===== src/rtl/bus_reg_writer.sv =====
// Bus write side: decodes wr_sel and loads bus_in into one of nine registers (1-cycle latency).
// No backpressure; PC increment, AC clear and a sticky illegal-destination flag ride alongside.
module bus_reg_writer #(
  parameter int               WIDTH    = 16,
  parameter logic [WIDTH-1:0] PC_RESET = '0
) (
  input  logic             clk,
  input  logic             rst_n,
  input  logic             wr_en,
  input  logic [3:0]       wr_sel,
  input  logic [WIDTH-1:0] bus_in,
  input  logic             inc_pc,
  input  logic             clr_ac,
  input  logic             err_clr,
  output logic [WIDTH-1:0] DR,
  output logic [WIDTH-1:0] R1,
  output logic [WIDTH-1:0] R2,
  output logic [WIDTH-1:0] R3,
  output logic [WIDTH-1:0] RA,
  output logic [WIDTH-1:0] RB,
  output logic [WIDTH-1:0] RC,
  output logic [WIDTH-1:0] AC,
  output logic [WIDTH-1:0] PC,
  output logic             wr_ack,
  output logic             sel_err
);

  // Bits 0..6 follow codes 0000..0110 directly (RA,RB,RC,R1,R2,R3,DR); bit 7 = AC, bit 8 = PC.
  logic [8:0]       w_we;
  logic             w_legal;
  logic             w_illegal;
  logic [WIDTH-1:0] r_gp [7];
  logic [WIDTH-1:0] r_ac;
  logic [WIDTH-1:0] r_pc;
  logic             r_wr_ack;
  logic             r_sel_err;

  always_comb begin
    w_we = '0;
    case (wr_sel)
      4'd0, 4'd1, 4'd2, 4'd3, 4'd4, 4'd5, 4'd6: w_we[wr_sel[2:0]] = wr_en;
      4'd9:    w_we[7] = wr_en;
      4'd10:   w_we[8] = wr_en;
      default: ;
    endcase
  end

  assign w_legal   = |w_we;
  assign w_illegal = wr_en & ~w_legal;

  always_ff @(posedge clk or negedge rst_n) begin
    if (!rst_n) begin
      for (int i = 0; i < 7; i++) r_gp[i] <= '0;
    end else begin
      for (int i = 0; i < 7; i++) begin
        if (w_we[i]) r_gp[i] <= bus_in;
      end
    end
  end

  always_ff @(posedge clk or negedge rst_n) begin
    if (!rst_n)       r_ac <= '0;
    else if (w_we[7]) r_ac <= bus_in;
    else if (clr_ac)  r_ac <= '0;
  end

  // Increment wraps silently at the top of the range.
  always_ff @(posedge clk or negedge rst_n) begin
    if (!rst_n)       r_pc <= PC_RESET;
    else if (w_we[8]) r_pc <= bus_in;
    else if (inc_pc)  r_pc <= r_pc + {{(WIDTH-1){1'b0}}, 1'b1};
  end

  always_ff @(posedge clk or negedge rst_n) begin
    if (!rst_n) begin
      r_wr_ack  <= 1'b0;
      r_sel_err <= 1'b0;
    end else begin
      r_wr_ack <= w_legal;
      if (w_illegal)    r_sel_err <= 1'b1;
      else if (err_clr) r_sel_err <= 1'b0;
    end
  end

  assign RA      = r_gp[0];
  assign RB      = r_gp[1];
  assign RC      = r_gp[2];
  assign R1      = r_gp[3];
  assign R2      = r_gp[4];
  assign R3      = r_gp[5];
  assign DR      = r_gp[6];
  assign AC      = r_ac;
  assign PC      = r_pc;
  assign wr_ack  = r_wr_ack;
  assign sel_err = r_sel_err;

endmodule


===== config.mk =====
export PLATFORM = sky130hd
export DESIGN_NAME = bus_reg_writer
export DESIGN_NICKNAME = d
export VERILOG_FILES = /design/src/rtl/bus_reg_writer.sv
export SDC_FILE = /design/constraint.sdc
export NUM_CORES = 1
export LEC_CHECK = 0
export ABC_AREA = 1
export BUFFER_PORTS_ARGS = -buffer_cell sky130_fd_sc_hd__buf_4
export CAP_MARGIN = 20
export CORE_UTILIZATION = 51
export CTS_CLUSTER_DIAMETER = 100
export CTS_CLUSTER_SIZE = 24
export DETAILED_ROUTE_END_ITERATION = 16
export PLACE_DENSITY = 0.84
export SYNTH_ARGS = -nofsm -noshare
export SYNTH_HDL_FRONTEND = slang
export SYNTH_SLANG_ARGS = --single-unit

===== constraint.sdc =====
create_clock -name clk -period 1.56 [get_ports clk]
set_input_delay 0.078 -clock clk [delete_from_list [all_inputs] [get_ports clk]]
set_output_delay 0.078 -clock clk [all_outputs]
set_load 0.05 [all_outputs]

* Yosys cells after proc, flatten, opt, wreduce, memory -nomap -nowiden *
Index checks and enable logic that the tools add are counted.
Widths: inputs -> output; s select.

operators by class
  add/sub/neg operators = 1
  order comparisons = 2
  equality and inequality tests = 8
  multiplexer cells = 11
  bitwise operators = 3
  reduce and logical (&&, ||, !) cells = 7

operators by type and width
  cell                   count
  $mux 16                4
  $add 16x1->16 const B  1
  $eq 4x3->1 const B     3
  $and 9x8->9            1
  $reduce_or 9->1        1
  $eq 4x2->1 const B     2
  $eq 4x4->1 const B     2
  $mux 7                 1
  $reduce_or 7->1        1
  $reduce_bool 2->1      3
  $lt 3x5->1 const B     1
  $eq 4x1->1 const B     1
  $logic_not 4->1        1
  $pmux 1 s2             2
  $demux 1 s3            1
  $ge 3x1->1 const B     1
  $mux 1                 3
  $and 1x1->1            1
  $logic_and 1x1->1      1
  $not 1->1              1

word-level totals
  register bits after elaboration = 146
  input bits = 26
  output and inout port bits = 146

* Depth between registers and ports, before layout *
Gate-level depths: netlist of run 1.

  depth after elaboration = 10
  mapped depth = 9
  gate-level depth less buffers = 9

* Least setup slack after synthesis of run 1 *
OpenSTA, ideal clock, no wires.

  path kind = reg2reg
  from = register r_pc[0], in the netlist PC[0]
  to = register r_pc[10], in the netlist PC[10]
  library setup time = 0.117 ns
  arrival time = 1.596 ns
  required time = 1.443 ns
  path slack = -0.152 ns
  stages on the path, launching flop included = 9
  buffers on the path = 0
  period minus slack after synthesis = 1.712 ns
  path through = dfrtp_1 > ha_1 > nand2_1 > nor2_1 > nand2_1 > o21bai_1 > nand2_1 > nand2_1 > nand2_1

between the ends
  longest elaborated chain between the ends = 3

RTL lines
  what                    RTL line  source
  from (decl)             34        logic [WIDTH-1:0] r_pc;
  from (signal assigned)  70        else if (w_we[8]) r_pc <= bus_in;
  from (signal assigned)  71        else if (inc_pc) r_pc <= r_pc + {{(WIDTH-1){1'b0}}, 1'b1};
  $add 16x1->16           71
  $mux 16                 71
  $mux 16                 70

Every way passes these cells. The select of a mux whose other input is x is not followed.
A chain may end at the register's enable or synchronous reset.

* Final worst setup path of run 1 *
Ends and elaborated chain as after synthesis.

==> run summary, run 1 <==
First-pass GRT wire length: 27000 um
Fin crit period: 1.43 ns
Vias/cell: 5.36
Post-synthesis mux area share: 0%
GRT busiest layer: met2
Mapped Cells: 647
Area Overhead vs Synth: 39.1%
Worst-skew pair later-pin latency: 0.42 ns
Die Height: 109 um
Met1 Track Usage GR: 37.7%
Clk sinks: 146
Total wire length: 18100 um
Core area: 0.0110 sq mm
Placement Rows: 38
Vias: 5330
Leading area contributor after synthesis: dfrtp_1
CP Data Arrival Time: 1.74 ns
Int Pwr: 0.00867 W
Setup TNS: 0 ns
Detailed placer's ending HPWL: 11900 um
Worst Setup End Kind: flip-flop
Routed Antenna Nets: 0
Post-Syn Area: 0.00584 sq mm
Top cells by area, synth: dfrtp_1, nand2_1, o21ai_0
H-tree levels: 4
Share of layout cells above drive strength 1: 26.2%
Total CTS buffers: 17
Max Transition Viols Final: 0
CP startpoint: PC[0]
Xor/xnor share of the synthesized area: 0.749%
WL/cell: 18.2 um
Highest clock rate: 701 MHz
R2R Setup Slk: 0.13 ns
Ant diodes: 0
Gp weighted congestion: 0.945
Max Cap Viol: 0
CP Cell Sequence: ha_1 -> nand2_1 -> nor2_1 -> nand2_1 -> o21bai_1 -> nand2_1 -> nand2_1 -> nand2_1
Setup violations, final: 0
TritonCTS clock tree: yes
R2R Path Start: PC[0]
Post-synthesis sequential area ratio: 62.5%
Avg Cell Area, Syn: 9.03 sq um
DRC viols: 0
Port Buffers: 171
Post-Syn Nets: 674
Die area: 0.0119 sq mm
Worst vdd ir: 1.11 mV
FF-to-FF path depth: 8
Sw Share: 41.0%
P_sw: 0.00602 W
Global route overflow: 0
Share of the synthesized area in the top cell type: 62.5%
CTS Root Cell: clkbuf_16
Met3 Use GR: 9.98%
GRT met2 Usage: 51.0%
Warnings, synthesis: 0
Vias in the first global route: 5138
1st-iter DRT viols: 546
Starting Density: 53.2%
Combinational fraction of design power: 36.2%
Worst Setup Start Kind: flip-flop
Final hold vios: 0
Slew margin rel.: 48.9%
PD cells: 1810 mW/mm^2
Count of different cell masters after synthesis: 21
Most frequent CP cell: nand2_1
Post-Synth Simple-Gate Area: 18.6%
Clock share of power: 29.0%
Critical Path Max Stage Delay: 0.42 ns
Max Buffers Root-to-Sink: 2
Measured slew at the worst slew-check pin: 0.766 ns
Initial antenna violation count: 0
# IOs: 172
Tcrit/Tclk final: 91.5%
Largest net degree at the start of global routing: 79
CP required: 1.87 ns
Compound-cell area share of the yosys netlist: 12.4%
CP max FO: 6
Final instance area: 0.00813 sq mm
TritonRoute pass-1 iters: 6
Clock transition at the registers of the reported paths: 0.06 ns
RR Endpoint: PC[10]
Yosys reg bits: 146
CP max stage cell: dfrtp_2
Setup Skew: 0.00839 ns
Status: completed
Leakage: 4.15 nW
Post-DP Area: 0.00731 sq mm
Die X: 109 um
RSZ-0062 raised after global routing: no
Sequential Power Share: 34.9%
Global Route Usage Sum: 31.7%
Kind of critical path: reg2reg
Post-Synth Adder-Cell Area: 0.214%
HP Class: in2async
Post-layout net count: 868
Largest family of logic cells by synthesized area: simple AND/OR/NAND/NOR gates
Setup crit end: PC[10]
[metrics by stage]
step / worst slack, ns / hold slack (ns) / std cells / total power, W / utilization [%]
4_1_cts: 0.160 / 0.0484 / 994 / 0.0147 / 74.0
6_report: 0.133 / 0.0552 / 994 / 0.0147 / 74.0
3_3_place_gp: 0.251 / -0.0775 / 942 / 0.0103 / 66.6
2_1_floorplan: 0.0217 / -0.218 / 647 / 0.00854 / -
5_1_grt: 0.0348 / 0.0733 / 994 / 0.0152 / 74.0
3_5_place_dp: 0.183 / -0.0746 / 942 / 0.0104 / 66.6
[registers in the layout, indices dropped and copies added, names as in the netlist]
signal / count
RA: 16
RB: 16
R2: 16
sel_err: 1
RC: 16
R1: 16
wr_ack: 1
DR: 16
AC: 16
R3: 16
PC: 16
[critical path, delay by kind of cell (launching register included)]
| kind | cells | cell delay [ns] |
|---|---|---|
| adder cells (fa/ha/maj) | 1 | 0.20 |
| flip-flops | 1 | 0.42 |
| AO/OA/AOI/OAI | 1 | 0.15 |
| AND/OR/NAND/NOR | 6 | 0.54 |
[final cells by class]
| cell class | instances | area, sq um |
|---|---|---|
| flip-flops and latches | 146 | 3660 |
| fillers | 768 | 2850 |
| clock buffers | 21 | 470 |
| inverters | 55 | 206 |
| well taps | 140 | 175 |
| clock inverters | 11 | 149 |
| multi-input cells | 419 | 1880 |
| repair buffers | 202 | 1600 |
[placed cells by master (no fill, tap or decap), types with 4 or more instances in the layout]
| master | n |
|---|---|
| nand3_1 | 40 |
| xor2_1 | 5 |
| a21oi_1 | 32 |
| clkbuf_16 | 17 |
| inv_2 | 4 |
| dlygate4sd3_1 | 20 |
| o21ai_0 | 94 |
| inv_1 | 51 |
| buf_4 | 179 |
| nand2_1 | 163 |
| nor2_1 | 58 |
| dfrtp_1 | 144 |
| o21ai_1 | 16 |
[cells in the mapped netlist]
cell type	n
buf_1	1
o21ai_1	16
ha_1	1
clkbuf_1	18
buf_2	7
nor3_2	2
dfrtp_1	146
o211ai_1	1
nor2_1	58
a21oi_1	32
nand4_1	3
nand2_1	164
o21bai_1	1
nand3_2	1
nand3_1	40
o21ai_0	94
inv_1	51
xor2_1	5
inv_2	4
buf_4	1
nor2_2	1
[kinds of logic (layout without fill, tap and decap cells)]
logic type                 Yosys count  after routing
DFF                                146            146
and+or+nand+nor                    269            269
adders and majority gates            1              1
buffers and inverters               82            289
xor gates and xnor gates             5              5
AOI/OAI and AO/OA                  144            144
[power groups by stage]
stage	sequential, W	clock (W)	combinational, W
detailed placement	0.00515	0	0.00526
floorplan	0.00772	0	0.000825
global route	0.00519	0.00443	0.00559
global placement	0.00510	0	0.00517
CTS	0.00511	0.00427	0.00532
finish	0.00512	0.00426	0.00531
[worst min path at each step]
stage	from	end	slack [ns]
global placement	rst_n	PC[14]	-0.08
global route	rst_n	PC[14]	0.07
detailed placement	rst_n	PC[14]	-0.07
finish	rst_n	PC[13]	0.06
CTS	rst_n	PC[13]	0.05
floorplan	rst_n	AC[0]	-0.22
[repair_timing]
action,4_1_cts,5_1_grt
endpoints found under the setup margin,0,1
resized for setup,0,1
buffers inserted,0,0
hold endpoints to repair,163,0
hold buffers,20,0
[per-layer routing]
| metal | wire (um) | share of wire (%) |
|---|---|---|
| met1 | 6830 | 38 |
| met2 | 8910 | 49 |
| met3 | 1590 | 8.8 |
| met4 | 808 | 4.5 |
| met5 | 0 | 0 |
Note: power is estimated with default switching activity, not from simulation.
==> run 2: changes to the inputs <==
--- a/config.mk
+++ b/config.mk
@@ -9,6 +9,7 @@
 export BUFFER_PORTS_ARGS = -buffer_cell sky130_fd_sc_hd__buf_4
 export CAP_MARGIN = 20
 export CORE_UTILIZATION = 51
+export CTS_BUF_LIST = sky130_fd_sc_hd__clkbuf_16
 export CTS_CLUSTER_DIAMETER = 100
 export CTS_CLUSTER_SIZE = 24
 export DETAILED_ROUTE_END_ITERATION = 16
==> run summary, run 2 (synthesis gave the netlist of run 1 again) <==
Status: completed
Highest clock rate: 700 MHz (-0.12%)
CTS Root Cell: clkbuf_16
Detailed placer's ending HPWL: 11900 um (unchanged)
Clock transition at the registers of the reported paths: 0.06 ns (about the same)
Most frequent cells in the layout: buf_4, nand2_1, dfrtp_1, o21ai_0, nor2_1
Port Buffers: 171 (unchanged)
Initial antenna violation count: 0 (unchanged)
WL/cell: 18.2 um (about the same)
Vias in the first global route: 5130 (-0.16%)
PD cells: 1790 mW/mm^2 (-0.73%)
Max Transition Viols Final: 0 (unchanged)
Combinational fraction of design power: 36.6% (+0.4 points)
Fin crit period: 1.43 ns (+0.00167 ns)
Sw Share: 41.4% (+0.41 points)
Global Route Usage Sum: 31.8% (+0.052 points)
Max Cap Viol: 0 (unchanged)
TritonCTS clock tree: yes
Starting Density: 53.2% (unchanged)
TritonRoute pass-1 iters: 6 (unchanged)
Placement Rows: 38 (unchanged)
Gp weighted congestion: 0.945 (unchanged)
Critical Path Max Stage Delay: 0.42 ns (about the same)
RSZ-0062 raised after global routing: no
Sequential Power Share: 35.3% (+0.4 points)
Total wire length: 18100 um (about the same)
Int Pwr: 0.00851 W (-1.8%)
Largest net degree at the start of global routing: 79 (unchanged)
Worst vdd ir: 1.19 mV (+6.6%)
Kind of critical path: reg2reg
Die X: 109 um (unchanged)
Global route overflow: 0 (unchanged)
First-pass GRT wire length: 27100 um (+0.15%)
Area Overhead vs Synth: 38.6%
CP required: 1.87 ns (about the same)
CP max stage cell: dfrtp_2
Worst Setup Start Kind: flip-flop
DRC viols: 0 (unchanged)
1st-iter DRT viols: 545 (-0.18%)
Overall Power: 0.0145 W (-1.1%)
Post-layout net count: 868 (unchanged)
Worst-skew pair later-pin latency: 0.42 ns (about the same)
Ant diodes: 0 (unchanged)
H-tree levels: 4 (unchanged)
CP Data Arrival Time: 1.74 ns (about the same)
Clk sinks: 146 (unchanged)
CP Cell Sequence: ha_1 -> nand2_1 -> nor2_1 -> nand2_1 -> o21bai_1 -> nand2_1 -> nand2_1 -> nand2_1
Share of layout cells above drive strength 1: 25.9% (-0.35 points)
Setup Skew: 0.00943 ns (+0.00104 ns)
Most frequent CP cell: nand2_1
Die Height: 109 um (unchanged)
Leakage: 4.14 nW (-0.31%)
Commonest non-fill, non-tap cell in the layout: buf_4
Final instance area: 0.00810 sq mm (-0.37%)
HP Class: in2async
Setup TNS: 0 ns (unchanged)
Setup violations, final: 0 (unchanged)
Tcrit/Tclk final: 91.6% (+0.11 points)
Vias: 5323 (-0.13%)
P_sw: 0.00602 W (-0.10%)
Worst Setup End Kind: flip-flop
Routed Antenna Nets: 0 (unchanged)
Post-DP Area: 0.00731 sq mm (unchanged)
Clock share of power: 28.2% (-0.8 points)
Max Buffers Root-to-Sink: 2 (unchanged)
Total CTS buffers: 17 (unchanged)
Measured slew at the worst slew-check pin: 0.775 ns (+0.00912 ns)
CP max FO: 6 (unchanged)
Die area: 0.0119 sq mm (unchanged)
# IOs: 172 (unchanged)
Slew margin rel.: 48.3% (-0.61 points)
R2R Setup Slk: 0.13 ns (about the same)
Final hold vios: 0 (unchanged)
Core area: 0.0110 sq mm (unchanged)
Vias/cell: 5.36 (-0.13%)
==> run 2: changes by cell type in the layout (fill, tap and decap cells not counted) <==
| cell | change |
|---|---|
| clkbuf_8 | -3 |
| clkinv_1 | +3 |
| clkbuf_1 | -1 |
| inv_1 | +1 |
==> run 2: layout make-up <==
type / count / area [sq um]
Timing Repair Buffer: 202 / 1600
Clock buffer: 17 / 425
Inverter: 55 / 206
Tap cell: 140 / 175
Sequential cell: 146 / 3660
Fill cell: 777 / 2880
Multi-Input combinational cell: 419 / 1880
Clock inverter: 15 / 164
==> run 2: layer usage <==
layer  up-vias  global-route usage [%]  share of wire [%]
li1       2469                       -                  -
met1      2542                    38.0                 39
met2       259                    50.7                 49
met3        53                    10.1                7.8
met4         0                    18.1                4.2
met5         -                       0                  0
==> run 2: worst max-delay path: cells and delay by family (launching register included) <==
kind | cells | cell delay, ns
adder cells (fa/ha/maj) | 1 | 0.20
AND/OR/NAND/NOR | 6 | 0.54
AO/OA/AOI/OAI | 1 | 0.16
flip-flops | 1 | 0.42
==> run 2: what timing repair did <==
action	4_1_cts	5_1_grt
resized for setup	0	1
endpoints found under the setup margin	0	1
setup buffers	0	0
hold endpoints to repair	163	0
hold buffers	20	0
==> run 2: worst paths after layout <==
path                         from      to  depth (start not counted)
max reg2reg                 PC[0]  PC[10]                          8
min in group clk           inc_pc   PC[2]                          6
max in group asynchronous   rst_n  RC[14]                          3
min reg2reg                RC[14]  RC[14]                          2
max                         PC[0]  PC[10]                          8
min                         rst_n  PC[13]                          2
==> run 2: metrics by stage <==
step / setup WS [ns] / std cells / hold WS (ns) / util, %
finish: 0.131 / 994 / 0.0571 / 73.8
global placement: 0.251 / 942 / -0.0775 / 66.6
CTS: 0.160 / 994 / 0.0484 / 73.7
floorplan: 0.0217 / 647 / -0.218 / -
detailed placement: 0.183 / 942 / -0.0746 / 66.6
global route: 0.0351 / 994 / 0.0725 / 73.8
==> run 2: power by group through the flow <==
stage	logic, W	clock network, W	registers, W
finish	0.00531	0.00409	0.00512
floorplan	0.000825	0	0.00772
global placement	0.00517	0	0.00510
detailed placement	0.00526	0	0.00515
global route	0.00559	0.00427	0.00519
CTS	0.00533	0.00411	0.00511
